`config.mk`:
```
export PLATFORM = sky130hd
export DESIGN_NAME = fifo_rptr_empty_flat
export DESIGN_NICKNAME = d
export VERILOG_FILES = /design/src/rtl/fifo_rptr_empty_pkg.sv /design/src/rtl/fifo_rptr_empty_if.sv /design/src/rtl/fifo_rptr_empty_sync_2ff.sv /design/src/rtl/fifo_rptr_empty.sv /design/src/flat_wrapper.sv
export SDC_FILE = /design/constraint.sdc
export NUM_CORES = 1
export LEC_CHECK = 0
export BUFFER_PORTS_ARGS = -buffer_cell sky130_fd_sc_hd__buf_4
export CAP_MARGIN = 10
export CORE_MARGIN = 1
export CORE_UTILIZATION = 47
export CTS_CLUSTER_DIAMETER = 100
export CTS_CLUSTER_SIZE = 20
export DETAILED_ROUTE_END_ITERATION = 12
export PLACE_DENSITY = 0.79
export SLEW_MARGIN = 15
export SYNTH_ARGS = -nofsm -noshare
export SYNTH_HDL_FRONTEND = slang
export SYNTH_SLANG_ARGS = --single-unit
```
`constraint.sdc`:
```
create_clock -name rclk -period 2.62 [get_ports rclk]
set_input_delay 0.262 -clock rclk [delete_from_list [all_inputs] [get_ports rclk]]
set_output_delay 0.262 -clock rclk [all_outputs]
set_load 0.02 [all_outputs]
```
`src/rtl/fifo_rptr_empty_pkg.sv`:
```
// Shared async-FIFO definitions: default geometry, pointer type and the
// binary-to-Gray helper used by both pointer stages.
package fifo_rptr_empty_pkg;

   localparam int ADDR_SIZE_DEF = 4;
   localparam int PTR_W         = ADDR_SIZE_DEF + 1;

   typedef logic [PTR_W-1:0] ptr_t;

   // Width-agnostic so pointer stages of any ADDR_SIZE can share it.
   function automatic logic [31:0] bin2gray(input logic [31:0] bin_v);
      return bin_v ^ (bin_v >> 1'b1);
   endfunction

endpackage

```
`src/rtl/fifo_rptr_empty_if.sv`:
```
// Read-side bundle between the consumer/write-domain pointer and the
// read-pointer/empty stage.
interface fifo_rptr_empty_if
   import fifo_rptr_empty_pkg::*;
#(
   parameter int ADDR_SIZE = ADDR_SIZE_DEF
);

   logic                 rinc;
   logic [ADDR_SIZE:0]   wptr_gray;
   logic [ADDR_SIZE-1:0] raddr;
   logic [ADDR_SIZE:0]   rptr_gray;
   logic [ADDR_SIZE:0]   wq2_wptr_gray;
   logic                 rempty;
   logic                 rd_fire;
   logic                 rd_underflow;
   logic                 rd_underflow_sticky;

   modport master (
      output rinc, wptr_gray,
      input  raddr, rptr_gray, wq2_wptr_gray, rempty, rd_fire,
             rd_underflow, rd_underflow_sticky
   );

   modport slave (
      input  rinc, wptr_gray,
      output raddr, rptr_gray, wq2_wptr_gray, rempty, rd_fire,
             rd_underflow, rd_underflow_sticky
   );

endinterface

```
`src/rtl/fifo_rptr_empty_sync_2ff.sv`:
```
// Two-flop synchroniser for a Gray-coded pointer; the first stage is the only
// sampler of the asynchronous input and nothing sits between the stages.
module sync_2ff #(
   parameter int WIDTH = 5
) (
   input  logic             clk,
   input  logic             rst_n,
   input  logic [WIDTH-1:0] d_i,
   output logic [WIDTH-1:0] q_o
);

   logic [WIDTH-1:0] q1_q, q1_d;
   logic [WIDTH-1:0] q2_q, q2_d;

   // Pure wiring into the stages.
   always_comb begin
      q1_d = d_i;
      q2_d = q1_q;
   end

   // Synchroniser stages.
   always_ff @(posedge clk or negedge rst_n) begin
      if (!rst_n) begin
         q1_q <= {WIDTH{1'b0}};
         q2_q <= {WIDTH{1'b0}};
      end else begin
         q1_q <= q1_d;
         q2_q <= q2_d;
      end
   end

   assign q_o = q2_q;

endmodule

```
`src/rtl/fifo_rptr_empty.sv`:
```
// Read-domain pointer stage: synchronises the Gray write pointer, advances the
// binary/Gray read pointers and produces the registered empty flag.
module fifo_rptr_empty
   import fifo_rptr_empty_pkg::*;
#(
   parameter int ADDR_SIZE = ADDR_SIZE_DEF
) (
   input  logic             rclk,
   input  logic             rrst_n,
   fifo_rptr_empty_if.slave bus
);

   localparam int RPTR_W = ADDR_SIZE + 1;

   logic [RPTR_W-1:0] wq2_s;
   logic [RPTR_W-1:0] rbin_q, rbin_d;
   logic [RPTR_W-1:0] rgray_q, rgray_d;
   logic              rempty_q, rempty_d;
   logic              underflow_q, underflow_d;
   logic              sticky_q, sticky_d;
   logic              rd_fire_s;

   sync_2ff #(.WIDTH(RPTR_W)) u_wptr_sync (
      .clk   (rclk),
      .rst_n (rrst_n),
      .d_i   (bus.wptr_gray),
      .q_o   (wq2_s)
   );

   assign rd_fire_s = bus.rinc & ~rempty_q;

   // Empty compares the next read pointer so the last read flags empty with no bubble.
   always_comb begin
      rbin_d      = rbin_q + RPTR_W'(rd_fire_s);
      rgray_d     = RPTR_W'(bin2gray(32'(rbin_d)));
      rempty_d    = (rgray_d == wq2_s);
      underflow_d = bus.rinc & rempty_q;
      sticky_d    = sticky_q | underflow_d;
   end

   // Read pointer, empty and underflow state.
   always_ff @(posedge rclk or negedge rrst_n) begin
      if (!rrst_n) begin
         rbin_q      <= {RPTR_W{1'b0}};
         rgray_q     <= {RPTR_W{1'b0}};
         rempty_q    <= 1'b1;
         underflow_q <= 1'b0;
         sticky_q    <= 1'b0;
      end else begin
         rbin_q      <= rbin_d;
         rgray_q     <= rgray_d;
         rempty_q    <= rempty_d;
         underflow_q <= underflow_d;
         sticky_q    <= sticky_d;
      end
   end

   assign bus.raddr               = rbin_q[ADDR_SIZE-1:0];
   assign bus.rptr_gray           = rgray_q;
   assign bus.wq2_wptr_gray       = wq2_s;
   assign bus.rempty              = rempty_q;
   assign bus.rd_fire             = rd_fire_s;
   assign bus.rd_underflow        = underflow_q;
   assign bus.rd_underflow_sticky = sticky_q;

endmodule
```
`src/flat_wrapper.sv`:
```
// flat-port wrapper written by rule: the top's interface ports become plain ports
module fifo_rptr_empty_flat import fifo_rptr_empty_pkg::*;
#(
   parameter int ADDR_SIZE = ADDR_SIZE_DEF
)
  (rclk, rrst_n, bus_rinc, bus_wptr_gray, bus_raddr, bus_rptr_gray, bus_wq2_wptr_gray, bus_rempty, bus_rd_fire, bus_rd_underflow, bus_rd_underflow_sticky);
  fifo_rptr_empty_if #(.ADDR_SIZE(ADDR_SIZE)) bus_i ();
  input  logic rclk;
  input  logic rrst_n;
  input wire logic [$bits(bus_i.rinc)-1:0] bus_rinc;
  input wire logic [$bits(bus_i.wptr_gray)-1:0] bus_wptr_gray;
  output wire logic [$bits(bus_i.raddr)-1:0] bus_raddr;
  output wire logic [$bits(bus_i.rptr_gray)-1:0] bus_rptr_gray;
  output wire logic [$bits(bus_i.wq2_wptr_gray)-1:0] bus_wq2_wptr_gray;
  output wire logic [$bits(bus_i.rempty)-1:0] bus_rempty;
  output wire logic [$bits(bus_i.rd_fire)-1:0] bus_rd_fire;
  output wire logic [$bits(bus_i.rd_underflow)-1:0] bus_rd_underflow;
  output wire logic [$bits(bus_i.rd_underflow_sticky)-1:0] bus_rd_underflow_sticky;
  assign bus_i.rinc = bus_rinc;
  assign bus_i.wptr_gray = bus_wptr_gray;
  assign bus_raddr = bus_i.raddr;
  assign bus_rptr_gray = bus_i.rptr_gray;
  assign bus_wq2_wptr_gray = bus_i.wq2_wptr_gray;
  assign bus_rempty = bus_i.rempty;
  assign bus_rd_fire = bus_i.rd_fire;
  assign bus_rd_underflow = bus_i.rd_underflow;
  assign bus_rd_underflow_sticky = bus_i.rd_underflow_sticky;
  fifo_rptr_empty #(.ADDR_SIZE(ADDR_SIZE)) u_core (.rclk(rclk), .rrst_n(rrst_n), .bus(bus_i));
endmodule
```
==> results.py <==
metrics = {
    "critical_path": {
        "reg2reg_to": "u_core.bus.rempty",
        "regToRegSetupSlack_ns": 0.37,
        "r2r_start": "u_core.bus.rempty",
        "worstPathArrival_ns": 2.47,
        "path_class": "reg -> reg",
        "critPathMaxStageDelay_ns": 0.55,
        "required_ns": 2.84,
        "cp_max_fo": 3,
        "cp_cell_sequence": "nor2b_1 -> ha_1 -> ha_1 -> xor2_1 -> xor2_1 -> or3_1 -> a221oi_2",
        "r2r_cells": 7,
        "endpoint_kind": "register",
        "critPathSlowestCell": "dfstp_2",
        "cp-start-kind": "register",
    },
    "grt": {
        "grtUsageTotal_pct": 15.43,
        "antenna_found_initial": 0,
        "globalRouteOverflowTotal": 0,
        "grt_pass1_wl_microns": 1938,
        "grt_max_degree": 23,
        "grt_pass1_vias": 484,
    },
    "sta": {
        "finalMaxSlewViolations": 0,
        "slew_headroom_pct": 78.58,
        "fin_crit_ns": 2.249,
        "tightest_slew_ns": 0.3202,
        "setup_viol": 0,
        "fin_skew_ns": 0.001649,
        "rsz0062_at_grt": "no",
        "fin_setup_tns_ns": 0,
        "timing.final.crit_share_pct": 85.85,
        "hold_violations": 0,
        "fin_ws_ns": 0.3708,
        "max_freq_mhz": 444.6,
    },
    "yosys": {
        "ys_warn_count": 0,
        "synthArstFlopShare_pct": 100.0,
        "synth_edf_count": 0,
        "synth_area_per_cell_sq_um": 15.88,
        "seq_area_frac_synth_pct": 70.90,
        "ys_ff_latch": 22,
        "synthTopCellsByArea": "dfrtp_1, xor2_1, xnor2_1",
        "synth_top_area_share_pct": 67.52,
        "yosys-top-cells-count": "dfrtp_1, xor2_1, nand3_1, xnor2_1",
        "synthesis.area_sq_um": 778.2,
        "synthMostInstantiatedCell": "dfrtp_1",
        "yosys.area.top_type": "dfrtp_1",
        "netlist_instances": 49,
        "synth.lib_cells_used.distinct": 15,
        "ys.flop_type": "dfrtp_1",
        "syn_nets": 59,
    },
    "hold_path": {
        "holdCritStartpoint": "bus_wptr_gray[2]",
        "hold_end": "u_core.u_wptr_sync.q1_q[2]",
        "hp-class": "in -> reg",
        "whs_path_depth": 1,
    },
    "clock_tree": {
        "cts_tree": "done",
        "clkLatencyLatePin_ns": 0.30,
        "clkTransAtPathRegs_ns": 0.11,
        "numCtsBuffers": 3,
        "cts_resized": 0,
        "h-tree-depth": 1,
        "cts_root_buffer": "clkbuf_4",
        "postCtsSetupRepairBufs": 0,
        "cts.path.max_buffers": 2,
        "cts.sinks": 22,
    },
    "floorplanning": {
        "ios": 26,
        "rows": 14,
        "start_util_pct": 51.07,
        "die_area_sq_um": 1822,
        "core_sq_um": 1524,
        "die_h_microns": 42.69,
        "fp.dieW_microns": 42.69,
    },
    "route": {
        "dr_total_vias": 470,
        "ant_nets": 0,
        "wl_per_cell_microns": 12.80,
        "top_layer": "met4",
        "dr_wl_met2_microns": 689,
        "via_per_inst": 4.947,
        "wl_met3_microns": 67,
        "drtIter0Drc": 0,
        "drc_errors": 0,
        "dr.pass1.iters": 1,
        "wirelength_microns": 1216,
        "wl_met1_microns": 445,
    },
    "placement": {
        "pre_cts_ws_ns": 0.4107,
        "dp_hpwl_microns": 915.4,
        "gp_congestion": 0.7224,
        "portBuffers": 25,
    },
    "power_and_ir_drop": {
        "irDropWorstVdd_uv": 617.8,
        "p_leak_nw": 0.5011,
        "powerDensity_nw_per_um2": 1259,
    },
    "finish": {
        "antennaDiodeCount": 0,
        "nets": 90,
        "fillers": 106,
        "syn2layout_area_growth_pct": 32.64,
        "drive_above_1_share_pct": 39.24,
    },
    "run_status": {
        "status": "completed",
    },
    "run": {
        "drv_cap": 0,
    },
}
-- stage by stage --
stage	hold WS [ns]	std cells	power (mW)	utilization [%]	cell area, sq um
after floorplan	-0.03359	49	0.9012	-	778.2
after global placement	0.1572	90	1.097	64.70	985.9
after detailed placement	0.1576	90	1.121	64.70	985.9
after CTS	0.04024	95	1.305	67.73	1032
after global routing	0.03309	95	1.359	67.73	1032
final	0.05161	95	1.299	67.73	1032
-- worst max path at each step --
stage | from | endpoint | slack, ns | cells past startpoint
final | u_core.bus.rempty | u_core.bus.rempty | 0.37 | 7
after global routing | u_core.bus.rempty | u_core.bus.rempty | 0.29 | 7
after CTS | u_core.bus.rempty | u_core.bus.rempty | 0.37 | 7
after detailed placement | u_core.bus.rempty | u_core.bus.rempty | 0.41 | 7
after global placement | u_core.bus.rempty | u_core.bus.rempty | 0.54 | 7
after floorplan | u_core.bus.rempty | u_core.bus.rempty | 0.34 | 7
-- registers in the layout, indices dropped and copies added (netlist names) --
signal	flops
u_core.u_wptr_sync.q1_q	5
u_core.bus.rd_underflow	1
u_core.bus.rd_underflow_sticky	1
u_core.u_wptr_sync.q_o	5
u_core.bus.rempty	1
u_core.bus.rptr_gray	4
u_core.rbin_q	5
-- routing by layer --
metal / up-vias / track usage, %
met3: 2 / 2.553
met1: 228 / 15.29
met5: - / 0
li1: 221 / -
met2: 19 / 29.09
met4: 0 / 9.375
-- logic make-up after synthesis --
group	share of synthesized area, %
flops	70.90
xor+xnor	15.43
simple gates	6.593
compound gates	2.894
buf+inv	0.9637
fa+ha+maj	3.215
-- cell type report --
cell class / instances / area, sq um / share of cell area, %
Clock buffer: 4 / 36.28 / 3.515
Inverter: 2 / 7.507 / 0.7273
Multi-Input combinational cell: 25 / 219.0 / 21.21
Sequential cell: 22 / 551.8 / 53.45
Tap cell: 16 / 20.02 / 1.939
Timing Repair Buffer: 26 / 197.7 / 19.15
-- power breakdown --
part | total (mW) | internal [mW] | switching, mW
sequential | 0.507 | 0.443 | 0.0647
combinational | 0.609 | 0.276 | 0.332
clock | 0.183 | 0.0849 | 0.0985
-- repair_timing --
action / 4_1_cts / 5_1_grt
hold buffers: 1 / 0
hold endpoints to repair: 21 / 0
endpoints found under the setup margin: 0 / 0
-- worst max-delay path: cells and delay by family, from the launching register on --
kind,cells,cell delay [ns]
flip-flops,1,0.55
AND/OR/NAND/NOR,2,0.46
adder cells (fa/ha/maj),2,0.46
XOR/XNOR,2,0.44
AO/OA/AOI/OAI,1,0.26
-- layout by cell type, fill, tap and decap left out --
master	count
clkbuf_8	1
nor2b_1	1
a221oi_2	1
xnor2_1	4
and2_1	1
nand3_1	4
or2_1	1
or3_1	2
xor2_1	7
dfrtp_1	21
dlygate4sd3_1	1
a21boi_1	1
clkbuf_4	3
dfstp_2	1
clkinv_1	1
xor3_1	1
ha_1	2
inv_1	1
buf_4	25
Note: power is estimated with default switching activity, not from simulation.
